## config.mk

```make
export PLATFORM = sky130hd
export DESIGN_NAME = core_mem_arbiter
export DESIGN_NICKNAME = d
export VERILOG_FILES = /design/src/rtl/core_mem_arbiter.sv
export SDC_FILE = /design/constraint.sdc
export NUM_CORES = 1
export LEC_CHECK = 0
export BUFFER_PORTS_ARGS = -buffer_cell sky130_fd_sc_hd__buf_2
export CELL_PAD_IN_SITES_DETAIL_PLACEMENT = 1
export CELL_PAD_IN_SITES_GLOBAL_PLACEMENT = 1
export CORE_MARGIN = 1
export CORE_UTILIZATION = 25
export DETAILED_ROUTE_END_ITERATION = 10
export HOLD_SLACK_MARGIN = 0.08
export PLACE_DENSITY_LB_ADDON = 0.2
export SLEW_MARGIN = 5
export SYNTH_ARGS = -nofsm -noshare
export SYNTH_HDL_FRONTEND = slang
export SYNTH_SLANG_ARGS = --single-unit
```

## constraint.sdc

```tcl
create_clock -name ACLK -period 2.1 [get_ports ACLK]
set_input_delay 0.315 -clock ACLK [delete_from_list [all_inputs] [get_ports ACLK]]
set_output_delay 0.315 -clock ACLK [all_outputs]
set_load 0.01 [all_outputs]
```

## src/rtl/core_mem_arbiter.sv

```systemverilog
// rtl/core_mem_arbiter.sv - round-robin arbiter sharing one single-beat AXI4 master between fetch and load/store
module core_mem_arbiter #(
    parameter int C_M_AXI_ADDR_WIDTH = 32,
    parameter int C_M_AXI_DATA_WIDTH = 32,
    parameter bit C_INIT_PRIO        = 1'b1
) (
    input  logic                              ACLK,
    input  logic                              ARESETN,

    input  logic                              I_REQ,
    input  logic [C_M_AXI_ADDR_WIDTH-1:0]     I_ADDR,
    output logic                              I_ACK,
    output logic [C_M_AXI_DATA_WIDTH-1:0]     I_RDATA,
    output logic                              I_ERR,

    input  logic                              D_REQ,
    input  logic                              D_WE,
    input  logic [C_M_AXI_ADDR_WIDTH-1:0]     D_ADDR,
    input  logic [C_M_AXI_DATA_WIDTH-1:0]     D_WDATA,
    input  logic [C_M_AXI_DATA_WIDTH/8-1:0]   D_STRB,
    output logic                              D_ACK,
    output logic [C_M_AXI_DATA_WIDTH-1:0]     D_RDATA,
    output logic                              D_ERR,

    output logic [C_M_AXI_ADDR_WIDTH-1:0]     M_AXI_AWADDR,
    output logic                              M_AXI_AWVALID,
    input  logic                              M_AXI_AWREADY,
    output logic [C_M_AXI_DATA_WIDTH-1:0]     M_AXI_WDATA,
    output logic [C_M_AXI_DATA_WIDTH/8-1:0]   M_AXI_WSTRB,
    output logic                              M_AXI_WLAST,
    output logic                              M_AXI_WVALID,
    input  logic                              M_AXI_WREADY,
    input  logic [1:0]                        M_AXI_BRESP,
    input  logic                              M_AXI_BVALID,
    output logic                              M_AXI_BREADY,
    output logic [C_M_AXI_ADDR_WIDTH-1:0]     M_AXI_ARADDR,
    output logic                              M_AXI_ARVALID,
    input  logic                              M_AXI_ARREADY,
    input  logic [C_M_AXI_DATA_WIDTH-1:0]     M_AXI_RDATA,
    input  logic [1:0]                        M_AXI_RRESP,
    input  logic                              M_AXI_RLAST,
    input  logic                              M_AXI_RVALID,
    output logic                              M_AXI_RREADY
);
    localparam int AW = C_M_AXI_ADDR_WIDTH;

    typedef enum logic [2:0] {
        S_IDLE,
        S_RD_A,
        S_RD_R,
        S_WR_AW,
        S_WR_B,
        S_DONE
    } state_t;

    state_t state;
    logic   prio_d;     // 1: data side wins the next simultaneous request
    logic   owner_d;    // 1: current transaction belongs to the data side
    logic   grant_d;
    logic   aw_done;
    logic   w_done;
    logic   unused_inputs;

    assign grant_d       = D_REQ && (!I_REQ || prio_d);
    assign aw_done       = !M_AXI_AWVALID || M_AXI_AWREADY;
    assign w_done        = !M_AXI_WVALID || M_AXI_WREADY;
    assign M_AXI_WLAST   = M_AXI_WVALID;
    assign unused_inputs = ^{M_AXI_RLAST, I_ADDR[1:0], D_ADDR[1:0]};

    always_ff @(posedge ACLK) begin
        if (!ARESETN) begin
            state         <= S_IDLE;
            prio_d        <= C_INIT_PRIO;
            owner_d       <= 1'b0;
            M_AXI_ARADDR  <= '0;
            M_AXI_ARVALID <= 1'b0;
            M_AXI_RREADY  <= 1'b0;
            M_AXI_AWADDR  <= '0;
            M_AXI_AWVALID <= 1'b0;
            M_AXI_WDATA   <= '0;
            M_AXI_WSTRB   <= '0;
            M_AXI_WVALID  <= 1'b0;
            M_AXI_BREADY  <= 1'b0;
            I_ACK         <= 1'b0;
            I_RDATA       <= '0;
            I_ERR         <= 1'b0;
            D_ACK         <= 1'b0;
            D_RDATA       <= '0;
            D_ERR         <= 1'b0;
        end else begin
            I_ACK <= 1'b0;
            D_ACK <= 1'b0;
            case (state)
                S_IDLE: begin
                    if (I_REQ || D_REQ) begin
                        owner_d <= grant_d;
                        prio_d  <= !grant_d;
                        if (grant_d && D_WE) begin
                            M_AXI_AWADDR  <= {D_ADDR[AW-1:2], 2'b00};
                            M_AXI_WDATA   <= D_WDATA;
                            M_AXI_WSTRB   <= D_STRB;
                            M_AXI_AWVALID <= 1'b1;
                            M_AXI_WVALID  <= 1'b1;
                            state         <= S_WR_AW;
                        end else begin
                            M_AXI_ARADDR  <= grant_d ? {D_ADDR[AW-1:2], 2'b00}
                                                     : {I_ADDR[AW-1:2], 2'b00};
                            M_AXI_ARVALID <= 1'b1;
                            state         <= S_RD_A;
                        end
                    end
                end
                S_RD_A: begin
                    if (M_AXI_ARREADY) begin
                        M_AXI_ARVALID <= 1'b0;
                        M_AXI_RREADY  <= 1'b1;
                        state         <= S_RD_R;
                    end
                end
                S_RD_R: begin
                    if (M_AXI_RVALID) begin
                        M_AXI_RREADY <= 1'b0;
                        if (owner_d) begin
                            D_RDATA <= M_AXI_RDATA;
                            D_ERR   <= (M_AXI_RRESP != 2'b00);
                            D_ACK   <= 1'b1;
                        end else begin
                            I_RDATA <= M_AXI_RDATA;
                            I_ERR   <= (M_AXI_RRESP != 2'b00);
                            I_ACK   <= 1'b1;
                        end
                        state <= S_DONE;
                    end
                end
                S_WR_AW: begin
                    // AW and W complete independently; move on once both have handshaken
                    if (M_AXI_AWREADY) begin
                        M_AXI_AWVALID <= 1'b0;
                    end
                    if (M_AXI_WREADY) begin
                        M_AXI_WVALID <= 1'b0;
                    end
                    if (aw_done && w_done) begin
                        M_AXI_BREADY <= 1'b1;
                        state        <= S_WR_B;
                    end
                end
                S_WR_B: begin
                    if (M_AXI_BVALID) begin
                        M_AXI_BREADY <= 1'b0;
                        D_ERR        <= (M_AXI_BRESP != 2'b00);
                        D_ACK        <= 1'b1;
                        state        <= S_DONE;
                    end
                end
                S_DONE: begin
                    state <= S_IDLE;
                end
                default: begin
                    state <= S_IDLE;
                end
            endcase
        end
    end
endmodule

```

==> impl_metrics.env <==
export IMPL_postCtsHoldBufs=1
export IMPL_relSlewSlack_pct=65.4
export IMPL_fmax_mhz=556
export IMPL_final_nets=1177
export IMPL_cts_tree="built"
export IMPL_leakage_nw=4.51
export IMPL_yosysUniqueCellTypes=38
export IMPL_avgSynthCellArea_um2=8.76
export IMPL_ioPinCount=321
export IMPL_p_total_mw=10.4
export IMPL_cts_setup_buffers=0
export IMPL_cp_required_ns=2.43
export IMPL_rsz0062_at_grt="false"
export IMPL_cp_end_kind="register"
export IMPL_cts_resized_gates=0
export IMPL_yosysMostFrequentCell="dfxtp_1"
export IMPL_fp_dieH_um=164
export IMPL_ys_ff_latch=174
export IMPL_yosys_warnings=0
export IMPL_fin_worst_skew_ns=0.0155
export IMPL_ant_nets=0
export IMPL_drv_cap=0
export IMPL_cts_root_buf="clkbuf_16"
export IMPL_clkSlewWorstSetupHoldPaths_ns=0.08
export IMPL_worst_ep_arrival_time_ns=2.13
export IMPL_hold_violations=0
export IMPL_synth_async_reset_ratio_pct=0
export IMPL_synthesis_area_um2=6540
export IMPL_rrSetupSlack_ns=0.30
export IMPL_first_iter_violations=264
export IMPL_drive_above_1_share_pct=35.1
export IMPL_clk_latency_ns=0.43
export IMPL_startpoint_type="register"
export IMPL_dieArea_um2=26800
export IMPL_grt_antenna_before_repair=3
export IMPL_drc=0
export IMPL_htree_levels=4
export IMPL_status="finished, final reports clean"
export IMPL_grt_pass1_vias=6332
export IMPL_fin_crit_ns=1.80
export IMPL_port_buffers=311
export IMPL_crit_path_max_fanout=59
export IMPL_first_pass_iters=4
export IMPL_drt_total_wl_mm=22.0
export IMPL_synthFlopType="dfxtp_1"
export IMPL_rows=58
export IMPL_synth_top_cell_by_area="dfxtp_1"
export IMPL_routabilityCongestion=0.689
export IMPL_syn_to_final_growth_pct=38.8
export IMPL_yosysSeqAreaShare_pct=53.3
export IMPL_setup_tns_ns=0
export IMPL_via_per_inst=4.50
export IMPL_worst_slew_pin_slew_ns=0.519
export IMPL_path_class="register to register"
export IMPL_synth_edf_count=0
export IMPL_setup_viol=0
export IMPL_synth_common_cells="174 x dfxtp_1, 165 x nand2_1, 105 x nor2_1"
export IMPL_powerDensity_nw_per_um2=1150
export IMPL_place_hpwl_mm=15.2
export IMPL_avgRoutedWirePerCell_um=16.0
export IMPL_grt_pass1_wl_mm=34.6
export IMPL_yosysTopAreaCellShare_pct=53.3
export IMPL_vdd_ir_drop_max_uv=484
export IMPL_antennaDiodeCount=0
export IMPL_start_util_pct=25.7
export IMPL_fp_coreArea_um2=25400
export IMPL_cts_buffers=17
export IMPL_synth_area_leaders="dfxtp_1 53%, mux2i_1 10%, nand2_1 9.5%"
export IMPL_grt_usage_pct=16.7
export IMPL_vias=6173
export IMPL_cts_sinks=174
export IMPL_fp_dieW_um=164
export IMPL_synthCells=747
export IMPL_slew_viol_final=0
export IMPL_holdCritPathClass="primary input to register"
export IMPL_overflow=0
export IMPL_period_share_pct=85.6
export IMPL_cts_buffer_depth=2
export IMPL_grt_start_max_net_pins=69
## power by group
part           internal [mW]  total [mW]  switching, mW
sequential              3.83        4.15          0.320
clock                   1.98        3.45           1.47
combinational           1.19        2.81           1.62
total                   6.99        10.4           3.41
## stage by stage
stage / std cells / cell area [µm²] / utilization (%) / setup slack (ns) / hold WS (ns)
after global placement: 1340 / 8440 / 33.2 / 0.370 / 0.439
after floorplan: 750 / 6550 / - / 0.543 / 0.391
after detailed placement: 1340 / 8440 / 33.2 / 0.306 / 0.444
after global routing: 1373 / 9080 / 35.7 / 0.146 / 0.0950
final: 1373 / 9080 / 35.7 / 0.303 / 0.111
after CTS: 1373 / 9080 / 35.7 / 0.300 / 0.0912
## critical path, cell delays in order, from the launching register on
cell and delay, ns:
dfxtp_1 0.44, nor3_4 0.38, o21a_2 0.27, buf_12 0.25, nor2_1 0.08, a311oi_1 0.25
## layout make-up
class                   count  area [µm²]
multi-input cells         506        2760
repair buffers            326        1770
clock inverters            12         174
well taps                 330         413
clock buffers              20         457
fillers                  3071       16300
inverters                   5        21.3
flip-flops and latches    174        3480
## flip-flops by register name, summed over array words and instances, names as in the netlist, 3 cells and up
name          count
M_AXI_WSTRB       4
M_AXI_AWADDR     30
state             3
M_AXI_WDATA      32
I_RDATA          32
D_RDATA          32
M_AXI_ARADDR     30
## cells in the final DEF, fill, tap and decap left out, types with 2 or more instances in the layout
master,n
dfxtp_1,174
conb_1,4
nand3_1,33
inv_1,4
mux2i_1,68
nand2b_1,3
buf_2,311
nor3_1,2
nor2_1,105
a311oi_1,30
inv_6,3
clkbuf_8,2
clkinv_4,4
buf_4,6
buf_12,8
nand2_1,165
o21ai_0,2
clkbuf_16,17
inv_8,2
a21oi_1,71
bufinv_16,3
## kinds of logic after synthesis
kind of cell           synth area share, %
buffers and inverters                 4.99
AO/OA/AOI/OAI                         11.3
multiplexers                          10.4
flip-flops                            53.3
AND/OR/NAND/NOR                       20.0
other                               0.0573
## final timing paths
kind / start / end / depth (start not counted)
max: state[0] / M_AXI_ARADDR[20] / 5
max reg2reg: state[0] / M_AXI_ARADDR[20] / 5
min reg2reg: D_RDATA[7] / D_RDATA[7] / 2
min: D_WDATA[13] / M_AXI_WDATA[13] / 3
## layer usage
metal | track usage, % | part of all wire (%) | vias to the layer above
li1 | - | - | 3067
met4 | 4.17 | 0.90 | 2
met5 | 0 | 0.059 | -
met1 | 19.7 | 43 | 2906
met3 | 7.02 | 9.1 | 13
met2 | 27.8 | 47 | 185
Power figures use the tool's default switching activity.
